$ cat src/rtl/spy_event_reader_if.sv
// Bundles the FIFO read port and the forwarded event stream of spy_event_reader.
interface spy_event_reader_if #(
   parameter int DATA_WIDTH = 32
);
   logic [DATA_WIDTH:0] fifo_data;
   logic                fifo_empty;
   logic                fifo_read_enable;
   logic [DATA_WIDTH:0] out_data;
   logic                out_valid;
   logic                out_ready;
   logic                out_sop;
   logic                out_eop;
   logic                out_err;

   // Stream handshake: a beat transfers on a clock edge where out_valid && out_ready;
   // while out_valid && !out_ready, out_data/out_sop/out_eop/out_err are held stable.
   modport slave (
      input  fifo_data, fifo_empty, out_ready,
      output fifo_read_enable, out_data, out_valid, out_sop, out_eop, out_err
   );

   modport master (
      output fifo_data, fifo_empty, out_ready,
      input  fifo_read_enable, out_data, out_valid, out_sop, out_eop, out_err
   );
endinterface

$ cat src/rtl/spy_event_reader.sv
// Pops the spy FIFO, checks header/data/footer framing and forwards events
// through a 2-entry skid buffer with event/word statistics and sticky errors.
module spy_event_reader #(
   parameter int DATA_WIDTH      = 32,
   parameter int MAX_EVENT_WORDS = 1024,
   parameter int WCOUNT_WIDTH    = 11,
   parameter int ECOUNT_WIDTH    = 16
) (
   input  logic                    clock,
   input  logic                    reset,
   spy_event_reader_if.slave       bus,
   input  logic                    clear_errors,
   output logic [ECOUNT_WIDTH-1:0] event_count,
   output logic [WCOUNT_WIDTH-1:0] last_event_words,
   output logic                    err_orphan,
   output logic                    err_overflow,
   output logic [1:0]              fsm_state
);
   typedef enum logic [1:0] {
      IDLE     = 2'd0,
      IN_EVENT = 2'd1,
      DROP     = 2'd2
   } state_t;

   localparam int EW = DATA_WIDTH + 4;
   localparam logic [WCOUNT_WIDTH-1:0] MAX_WORDS = WCOUNT_WIDTH'(MAX_EVENT_WORDS);

   state_t                  state;
   state_t                  state_next;
   logic [WCOUNT_WIDTH-1:0] word_count;
   logic [1:0]              occupancy;
   logic [EW-1:0]           entry0;
   logic [EW-1:0]           entry1;
   logic [EW-1:0]           enq_entry;
   logic                    pop;
   logic                    tag;
   logic                    enq;
   logic                    deq;
   logic                    enq_sop;
   logic                    enq_eop;
   logic                    enq_err;
   logic                    clear_count;
   logic                    inc_count;
   logic                    close_event;
   logic                    set_orphan;
   logic                    set_overflow;
   logic [WCOUNT_WIDTH-1:0] close_words;

   // Pop decision uses registered occupancy only, so out_ready never reaches the FIFO.
   assign pop                  = !bus.fifo_empty && (occupancy < 2'd2);
   assign bus.fifo_read_enable = pop && reset;
   assign tag                  = bus.fifo_data[DATA_WIDTH];
   assign deq                  = bus.out_valid && bus.out_ready;
   assign enq_entry            = {enq_err, enq_eop, enq_sop, bus.fifo_data};

   assign bus.out_valid = (occupancy != 2'd0);
   assign {bus.out_err, bus.out_eop, bus.out_sop, bus.out_data} = entry0;
   assign fsm_state     = state;

   always_ff @(posedge clock or negedge reset) begin
      if (!reset) state <= IDLE;
      else        state <= state_next;
   end

   always_comb begin
      state_next   = state;
      enq          = 1'b0;
      enq_sop      = 1'b0;
      enq_eop      = 1'b0;
      enq_err      = 1'b0;
      clear_count  = 1'b0;
      inc_count    = 1'b0;
      close_event  = 1'b0;
      close_words  = word_count;
      set_orphan   = 1'b0;
      set_overflow = 1'b0;
      if (pop) begin
         case (state)
            IDLE: begin
               if (tag) begin
                  enq         = 1'b1;
                  enq_sop     = 1'b1;
                  clear_count = 1'b1;
                  state_next  = IN_EVENT;
               end else begin
                  set_orphan = 1'b1;
               end
            end
            IN_EVENT: begin
               if (tag) begin
                  enq         = 1'b1;
                  enq_eop     = 1'b1;
                  close_event = 1'b1;
                  state_next  = IDLE;
               end else if (word_count == MAX_WORDS) begin
                  set_overflow = 1'b1;
                  state_next   = DROP;
               end else begin
                  enq       = 1'b1;
                  inc_count = 1'b1;
               end
            end
            DROP: begin
               if (tag) begin
                  enq         = 1'b1;
                  enq_eop     = 1'b1;
                  enq_err     = 1'b1;
                  close_event = 1'b1;
                  close_words = MAX_WORDS;
                  state_next  = IDLE;
               end
            end
            default: state_next = IDLE;
         endcase
      end
   end

   // Skid buffer: entry0 is the head; enqueue only happens with occupancy < 2.
   always_ff @(posedge clock or negedge reset) begin
      if (!reset) begin
         occupancy <= 2'd0;
         entry0    <= '0;
         entry1    <= '0;
      end else begin
         case ({enq, deq})
            2'b10: begin
               if (occupancy == 2'd0) entry0 <= enq_entry;
               else                   entry1 <= enq_entry;
               occupancy <= occupancy + 2'd1;
            end
            2'b01: begin
               entry0    <= entry1;
               occupancy <= occupancy - 2'd1;
            end
            2'b11: begin
               if (occupancy == 2'd1) begin
                  entry0 <= enq_entry;
               end else begin
                  entry0 <= entry1;
                  entry1 <= enq_entry;
               end
            end
            default: ;
         endcase
      end
   end

   always_ff @(posedge clock or negedge reset) begin
      if (!reset) begin
         word_count       <= '0;
         event_count      <= '0;
         last_event_words <= '0;
         err_orphan       <= 1'b0;
         err_overflow     <= 1'b0;
      end else begin
         if (clear_count)    word_count <= '0;
         else if (inc_count) word_count <= word_count + WCOUNT_WIDTH'(1);
         if (close_event) begin
            last_event_words <= close_words;
            event_count      <= event_count + ECOUNT_WIDTH'(1);
         end
         // A new error in the same cycle wins over clear_errors.
         if (set_orphan)        err_orphan <= 1'b1;
         else if (clear_errors) err_orphan <= 1'b0;
         if (set_overflow)      err_overflow <= 1'b1;
         else if (clear_errors) err_overflow <= 1'b0;
      end
   end
endmodule

$ cat src/flat_wrapper.sv
// flat-port wrapper written by rule: the top's interface ports become plain ports
module spy_event_reader_flat 
#(
   parameter int DATA_WIDTH      = 32,
   parameter int MAX_EVENT_WORDS = 1024,
   parameter int WCOUNT_WIDTH    = 11,
   parameter int ECOUNT_WIDTH    = 16
)
  (clock, reset, clear_errors, event_count, last_event_words, err_orphan, err_overflow, fsm_state, bus_fifo_data, bus_fifo_empty, bus_out_ready, bus_fifo_read_enable, bus_out_data, bus_out_valid, bus_out_sop, bus_out_eop, bus_out_err);
  spy_event_reader_if #(.DATA_WIDTH(DATA_WIDTH)) bus_i ();
  input  logic clock;
  input  logic reset;
  input  logic clear_errors;
  output logic [ECOUNT_WIDTH-1:0] event_count;
  output logic [WCOUNT_WIDTH-1:0] last_event_words;
  output logic err_orphan;
  output logic err_overflow;
  output logic [1:0] fsm_state;
  input wire logic [$bits(bus_i.fifo_data)-1:0] bus_fifo_data;
  input wire logic [$bits(bus_i.fifo_empty)-1:0] bus_fifo_empty;
  input wire logic [$bits(bus_i.out_ready)-1:0] bus_out_ready;
  output wire logic [$bits(bus_i.fifo_read_enable)-1:0] bus_fifo_read_enable;
  output wire logic [$bits(bus_i.out_data)-1:0] bus_out_data;
  output wire logic [$bits(bus_i.out_valid)-1:0] bus_out_valid;
  output wire logic [$bits(bus_i.out_sop)-1:0] bus_out_sop;
  output wire logic [$bits(bus_i.out_eop)-1:0] bus_out_eop;
  output wire logic [$bits(bus_i.out_err)-1:0] bus_out_err;
  assign bus_i.fifo_data = bus_fifo_data;
  assign bus_i.fifo_empty = bus_fifo_empty;
  assign bus_i.out_ready = bus_out_ready;
  assign bus_fifo_read_enable = bus_i.fifo_read_enable;
  assign bus_out_data = bus_i.out_data;
  assign bus_out_valid = bus_i.out_valid;
  assign bus_out_sop = bus_i.out_sop;
  assign bus_out_eop = bus_i.out_eop;
  assign bus_out_err = bus_i.out_err;
  spy_event_reader #(.DATA_WIDTH(DATA_WIDTH), .MAX_EVENT_WORDS(MAX_EVENT_WORDS), .WCOUNT_WIDTH(WCOUNT_WIDTH), .ECOUNT_WIDTH(ECOUNT_WIDTH)) u_core (.clock(clock), .reset(reset), .bus(bus_i), .clear_errors(clear_errors), .event_count(event_count), .last_event_words(last_event_words), .err_orphan(err_orphan), .err_overflow(err_overflow), .fsm_state(fsm_state));
endmodule
$ cat config.mk
export PLATFORM = sky130hd
export DESIGN_NAME = spy_event_reader_flat
export DESIGN_NICKNAME = d
export VERILOG_FILES = /design/src/rtl/spy_event_reader_if.sv /design/src/rtl/spy_event_reader.sv /design/src/flat_wrapper.sv
export SDC_FILE = /design/constraint.sdc
export NUM_CORES = 1
export LEC_CHECK = 0
export CORE_MARGIN = 8
export CORE_UTILIZATION = 30
export CTS_CLUSTER_DIAMETER = 120
export DETAILED_ROUTE_END_ITERATION = 7
export HOLD_SLACK_MARGIN = 0.05
export PLACE_DENSITY = 0.48
export SYNTH_ARGS = -nofsm -noshare
export SYNTH_HDL_FRONTEND = slang
export SYNTH_SLANG_ARGS = --single-unit
$ cat constraint.sdc
create_clock -name clock -period 3.7 [get_ports clock]
set_input_delay 0.74 -clock clock [delete_from_list [all_inputs] [get_ports clock]]
set_output_delay 0.74 -clock clock [all_outputs]
set_load 0.02 [all_outputs]
==> results of run 1 <==
per-layer routing:
metal  up-vias  routed length [um]  share of wire
met1      1878                5802           0.43
met4         0                 180          0.013
met5         -                   0              0
li1       1756                   -              -
met3        11                 543          0.040
met2        58                7019           0.52
cells in the mapped netlist (2+ instances only):
cell type	n	share of area
nand2b_1	2	0.0023
a21oi_1	2	0.0019
nor4_2	2	0.0046
nor2_2	2	0.0023
buf_2	5	0.0046
ha_1	12	0.028
dfrtp_1	116	0.54
and2_1	2	0.0023
mux2_1	10	0.021
xor2_1	4	0.0065
nor3_1	4	0.0037
clkbuf_1	14	0.0097
xnor2_1	20	0.032
nor2b_1	3	0.0035
a22o_1	35	0.057
nand4_1	5	0.0058
inv_1	15	0.010
or2_2	2	0.0023
nand3_1	17	0.016
o31ai_1	4	0.0056
o21ai_0	7	0.0065
mux2_4	20	0.056
a31oi_1	2	0.0023
mux2_2	42	0.087
nand2_1	38	0.026
mux2i_1	2	0.0037
buf_6	4	0.0083
nor2_1	15	0.010
and3_1	3	0.0035
cells in the final DEF, fill, tap and decap left out, types with 3 or more instances in the layout:
| master | n |
|---|---|
| xnor2_1 | 20 |
| clkinvlp_4 | 4 |
| clkbuf_16 | 17 |
| a22o_1 | 35 |
| mux2_2 | 42 |
| clkinv_2 | 3 |
| nand2_1 | 38 |
| mux2_1 | 10 |
| clkdlybuf4s50_1 | 105 |
| mux2_4 | 20 |
| dfrtp_1 | 116 |
| nor3_1 | 4 |
| buf_12 | 3 |
| and3_1 | 3 |
| inv_1 | 15 |
| nand4_1 | 5 |
| nor2b_1 | 3 |
| buf_4 | 6 |
| o21ai_0 | 7 |
| nor2_1 | 15 |
| ha_1 | 12 |
| nand3_1 | 17 |
| o31ai_1 | 4 |
| xor2_1 | 4 |
stage by stage:
stage,hold slack [ps],setup slack [ps]
2_1_floorplan,444.4,944.9
3_3_place_gp,463.2,471.0
3_5_place_dp,455.2,445.5
4_1_cts,467.2,510.6
5_1_grt,499.3,403.0
6_report,463.9,527.0
critical path: cells and delay by family:
kind / cells / cell delay, ps
buffers and inverters: 2 / 1100
and+or+nand+nor: 2 / 590
final timing paths:
check / end / slack [ps] / cells past startpoint
min in group asynchronous: u_core.last_event_words[5]$_DFFE_PN0P_ / 480 / 2
min: u_core.last_event_words[5]$_DFFE_PN0P_ / 460 / 2
max in group asynchronous: u_core.entry0[18]$_DFFE_PN0P_ / 1930 / 3
max reg2reg: u_core.entry0[32]$_DFFE_PN0P_ / 1000 / 12
max: bus_fifo_read_enable / 530 / 4
min reg2reg: u_core.last_event_words[5]$_DFFE_PN0P_ / 460 / 2
layout make-up:
| cell class | count | share of cell area |
|---|---|---|
| Tap cell | 229 | 0.03921 |
| Clock inverter | 12 | 0.01798 |
| Clock buffer | 20 | 0.06113 |
| Sequential cell | 116 | 0.3973 |
| Multi-Input combinational cell | 276 | 0.3185 |
| Timing Repair Buffer | 114 | 0.1582 |
| Inverter | 15 | 0.007705 |
where the power goes:
part	internal (W)	switching, W
registers	0.00172	0.000292
logic	0.00122	0.00103
clock network	0.00101	0.000595
kinds of logic (layout without fill, tap and decap cells):
kind of cell               count (synthesis)  after routing  synth area share
AOI/OAI and AO/OA                         61             61           0.09345
muxes                                     74             74            0.1675
xor gates and xnor gates                  24             24           0.03886
DFF                                      116            116            0.5367
adders and majority gates                 12             12           0.02776
and+or+nand+nor                          105            105            0.1027
buffers and inverters                     38            161           0.03308
flip-flops by register name, indices dropped and copies added, names as in the netlist:
signal                   flops
u_core.word_count           11
u_core.occupancy             2
u_core.fsm_state             2
u_core.err_orphan            1
u_core.entry0               36
u_core.event_count          16
u_core.last_event_words     11
u_core.entry1               36
u_core.err_overflow          1
==> impl_metrics.py, run 1 <==
metrics = {
    "global_routing": {
        "grt_use_met3": 0.03336,
        "grt_pass1_vias": 4122,
        "use_met1": 0.1514,
        "grt_pass1_wl_mm": 22.42,
        "grt_remaining_overflow": 0,
        "antenna_found_initial": 0,
        "globalRoute.busiestLayer": "met2",
        "use_met2": 0.2168,
        "grt_max_degree": 65,
        "grtUsageTotal": 0.1281,
    },
    "final_layout": {
        "layout.area.seq_um2": 2903,
        "finalInstanceArea_um2": 7307,
        "num-nets-final": 590,
        "diodes": 0,
        "final_util": 0.4096,
        "area_delta_synth_final_pct": 35.09,
        "multi_input_area_um2": 2327,
        "finalNonFillerCells": 782,
        "n_fill_cell": 1667,
        "drive_gt1_frac": 0.2061,
    },
    "cts": {
        "clockBufferDepth": 2,
        "worstSkewPairLatency_ps": 410,
        "numCtsBuffers": 17,
        "cts_setup_buffers": 0,
        "htreeDepth": 4,
        "cts_tree": "yes",
        "cts.sinks": 116,
        "post_cts_resized": 0,
        "path_clk_slew_ps": 50,
        "cts_root_buffer": "clkbuf_16",
        "cts_hold_buf": 0,
    },
    "timing": {
        "hold_violations": 0,
        "setup_viol": 0,
        "tightest_slew_ps": 813.7,
        "slew_headroom": 0.4575,
        "rsz0062_at_grt": "false",
        "timing.fmax_mhz": 315.2,
        "fin_crit_sh": 0.8576,
        "skew_ps": 7.660,
        "tns_ps": 0,
        "period_needed_ps": 3173,
        "final_max_slew_viol_count": 0,
    },
    "synthesis": {
        "async_flop_share": 1.000,
        "syn-num-nets": 480,
        "ys_types": 50,
        "ys_warn_count": 0,
        "synth_top_flop_cell": "dfrtp_1",
        "synth_cells": 430,
        "yosysSeqAreaShare": 0.5367,
        "synth_area_um2": 5409,
        "ys_seq_elements": 116,
        "synth_edf_count": 0,
        "syn_avg_cell_area_um2": 12.58,
    },
    "run_status": {
        "status": "completed",
    },
    "worst_setup_path": {
        "path_cells": "clkdlybuf4s50_1, nor2_1, and2_1, clkdlybuf4s50_1",
        "crit_start": "bus_fifo_empty",
        "cpPeakStageDelay_ps": 600,
        "crit_path_max_fanout": 7,
        "end_kind": "output port",
        "crit_required_ps": 2960,
        "crit_top_cell": "clkdlybuf4s50_1",
        "cp-start-kind": "primary input",
        "arrival_ps": 2430,
        "r2r-start": "u_core.word_count[0]$_DFFE_PN0P_",
        "path_class": "in2out",
        "crit_slowest_cell": "clkdlybuf4s50_1",
    },
    "floorplan": {
        "start_util": 0.3032,
        "dieArea_um2": 22580,
        "die_x_um": 150.3,
        "ios": 107,
        "fp.coreArea_um2": 17840,
        "die_y_um": 150.3,
        "rows": 49,
    },
    "power_and_ir_drop": {
        "vdd_ir_drop_max_uv": 301.4,
        "p_leak_nw": 3.155,
        "p_per_area_nw_per_um2": 803.6,
        "power.total_w": 0.005872,
    },
    "route": {
        "drc": 0,
        "vias": 3703,
        "first_iter_violations": 196,
        "drtPass1Iterations": 4,
        "routed_via_density": 4.735,
        "wl_per_cell_um": 17.32,
        "ant_nets": 0,
        "routed_wl_mm": 13.55,
    },
    "placement": {
        "dp_hpwl_mm": 9.105,
        "port_buffers": 106,
        "placed_area_um2": 6729,
        "placed_cells": 750,
        "place_congestion": 0.7325,
    },
    "flow_run": {
        "cap_violations": 0,
    },
    "worst_hold_path": {
        "holdCritPathClass": "reg2reg",
        "worstHoldStart": "u_core.last_event_words[5]$_DFFE_PN0P_",
    },
}
Power figures use the tool's default switching activity.
==> run 2: changes to the inputs <==
Settings changed: GPL_TIMING_DRIVEN from default to 0.
==> run 2 against run 1 <==
Against the previous run: fmax down 4.9%; die area stayed put; combinational power barely moved; via count grew 1.9%; non-clock buffer count grew 15; clock-buffer cell count down 1; register-to-register slack worse by 290 ps; final cell count rose by 1.9%; global-route usage fell by 0.21 points; critical path depth grew 7; setup slack got worse by 160 ps; sequential cell count unchanged; critical endpoint is now u_core.entry0[33]$_DFFE_PN0P_; largest cell class unchanged.
==> impl_metrics.py, run 2 (synthesis gave the netlist of run 1 again) <==
metrics = {
    "timing": {
        "tightest_slew_ps": 651.7,
        "skew_ps": 6.923,
        "tns_ps": 0,
        "timing.fmax_mhz": 299.8,
        "rsz0062_at_grt": "false",
        "period_needed_ps": 3335,
        "fin_crit_sh": 0.9014,
        "hold_violations": 0,
        "fin_ws_ps": 364.9,
        "final_max_slew_viol_count": 0,
        "slew_headroom": 0.5615,
        "setup_viol": 0,
    },
    "final_layout": {
        "area_delta_synth_final_pct": 36.92,
        "n_fill_cell": 1649,
        "final_cell_mix": "dfrtp_1, clkdlybuf4s50_1, mux2_2",
        "finalNonFillerCells": 797,
        "drive_gt1_frac": 0.2042,
        "mostFrequentLayoutCell": "dfrtp_1",
        "diodes": 0,
        "num-nets-final": 605,
        "finalInstanceArea_um2": 7406,
        "top_regs": "u_core.entry0: 36 flops, u_core.entry1: 36 flops, u_core.event_count: 16 flops",
    },
    "route": {
        "routed_via_density": 4.737,
        "ant_nets": 0,
        "routed_wl_mm": 13.53,
        "first_iter_violations": 126,
        "wl_per_cell_um": 16.97,
        "drc": 0,
        "vias": 3775,
        "drtPass1Iterations": 6,
    },
    "worst_setup_path": {
        "crit_required_ps": 4050,
        "cp-start-kind": "primary input",
        "cpPeakStageDelay_ps": 550,
        "arrival_ps": 3690,
        "path_cells": "clkdlybuf4s50_1, clkbuf_1, nand2_1, a211oi_1, ha_1, nor2b_1, o21a_1, buf_2, clkbuf_1, a22o_1, mux2_4",
        "end_kind": "flip-flop",
        "crit_top_cell": "clkbuf_1",
        "path_class": "in2reg",
        "crit_path_max_fanout": 10,
        "cp_num_buf_inv": 4,
        "crit_slowest_cell": "clkdlybuf4s50_1",
        "crit_family": "buffers and inverters",
    },
    "cts": {
        "htreeDepth": 4,
        "clockBufferDepth": 2,
        "post_cts_resized": 0,
        "numCtsBuffers": 17,
        "path_clk_slew_ps": 50,
        "cts_tree": "yes",
        "cts.sinks": 116,
        "worstSkewPairLatency_ps": 420,
        "cts_root_buffer": "clkbuf_16",
        "cts_hold_buf": 0,
    },
    "floorplan": {
        "start_util": 0.3032,
        "die_y_um": 150.3,
        "rows": 49,
        "dieArea_um2": 22580,
        "ios": 107,
        "die_x_um": 150.3,
        "fp.coreArea_um2": 17840,
    },
    "global_routing": {
        "grt_pass1_vias": 4024,
        "grt_pass1_wl_mm": 22.18,
        "grtUsageTotal": 0.1260,
        "antenna_found_initial": 0,
        "grt_max_degree": 68,
        "grt_remaining_overflow": 0,
    },
    "placement": {
        "place_congestion": 0.7222,
        "port_buffers": 106,
        "placed_cells": 766,
        "placed_area_um2": 6785,
        "dp_hpwl_mm": 9.619,
        "dp_slack_ps": -189.7,
    },
    "run_status": {
        "status": "completed",
    },
    "power_and_ir_drop": {
        "power.total_w": 0.006009,
        "p_leak_nw": 3.208,
        "p_per_area_nw_per_um2": 811.3,
        "vdd_ir_drop_max_uv": 373.3,
    },
    "worst_hold_path": {
        "holdCritPathClass": "in2async",
    },
    "flow_run": {
        "cap_violations": 0,
    },
}
-- run 2: path summary, 6_finish.rpt --
kind                                               startpoint                                      to  slack (ps)  cells after the start
setup reg to reg             u_core.word_count[0]$_DFFE_PN0P_           u_core.entry0[33]$_DFFE_PN0P_         710                     13
min in group clock         u_core.event_count[15]$_DFFE_PN0P_      u_core.event_count[15]$_DFFE_PN0P_         470                      1
setup / recovery                            bus_fifo_data[32]           u_core.entry0[33]$_DFFE_PN0P_         360                     11
hold reg to reg            u_core.event_count[15]$_DFFE_PN0P_      u_core.event_count[15]$_DFFE_PN0P_         470                      1
hold / removal                                          reset  u_core.last_event_words[6]$_DFFE_PN0P_         270                      1
max in group asynchronous                               reset            u_core.entry0[1]$_DFFE_PN0P_        2720                      2
-- run 2: cell type report --
type / count / area, um^2 / area share
sequential: 116 / 2903 / 0.3920
multi-input combinational: 276 / 2327 / 0.3142
timing repair buffer: 107 / 1090 / 0.1472
clock buffer: 19 / 442.9 / 0.05981
tap: 229 / 286.5 / 0.03869
clock inverter: 13 / 181.4 / 0.02450
buffer: 22 / 118.9 / 0.01605
inverter: 15 / 56.30 / 0.007603
-- run 2: worst register-to-register path, stage by stage (launching register included) --
cell and delay (ps):
dfrtp_1 400, inv_1 90, ha_1 200, nor2b_1 130, nand4_1 140, nand2_1 100, a211oi_1 310, ha_1 240
nor2b_1 140, o21a_1 120, buf_2 220, clkbuf_1 490, a22o_1 220, mux2_4 140
-- run 2: stage by stage --
step,hold slack (ps),utilization
floorplan,444.4,-
global placement,461.9,0.3787
detailed placement,460.9,0.3803
CTS,285.6,0.4153
global route,296.6,0.4151
finish,270.2,0.4151
-- run 2: repair_timing --
action / CTS / global route
hold endpoints to repair: 0 / 0
buffers inserted: 0 / 0
setup endpoints to repair: 0 / 25
-- run 2: routing by layer --
layer,GRT usage,share of wire,up-vias
li1,-,-,1786
met1,0.1570,0.46,1905
met2,0.2002,0.49,64
met3,0.03156,0.037,20
met4,0.06147,0.021,0
met5,0,0,-
-- run 2: report_power, final --
| group | internal (W) | switching (W) |
|---|---|---|
| combinational | 0.00122 | 0.00104 |
| sequential | 0.00172 | 0.000284 |
| clock | 0.00114 | 0.000601 |
==> run 3: changes to the inputs <==
Settings changed: SLEW_MARGIN from default to 10.
==> results of run 3 <==
The final DEF is identical to that of run 2; final timing and power are the same.
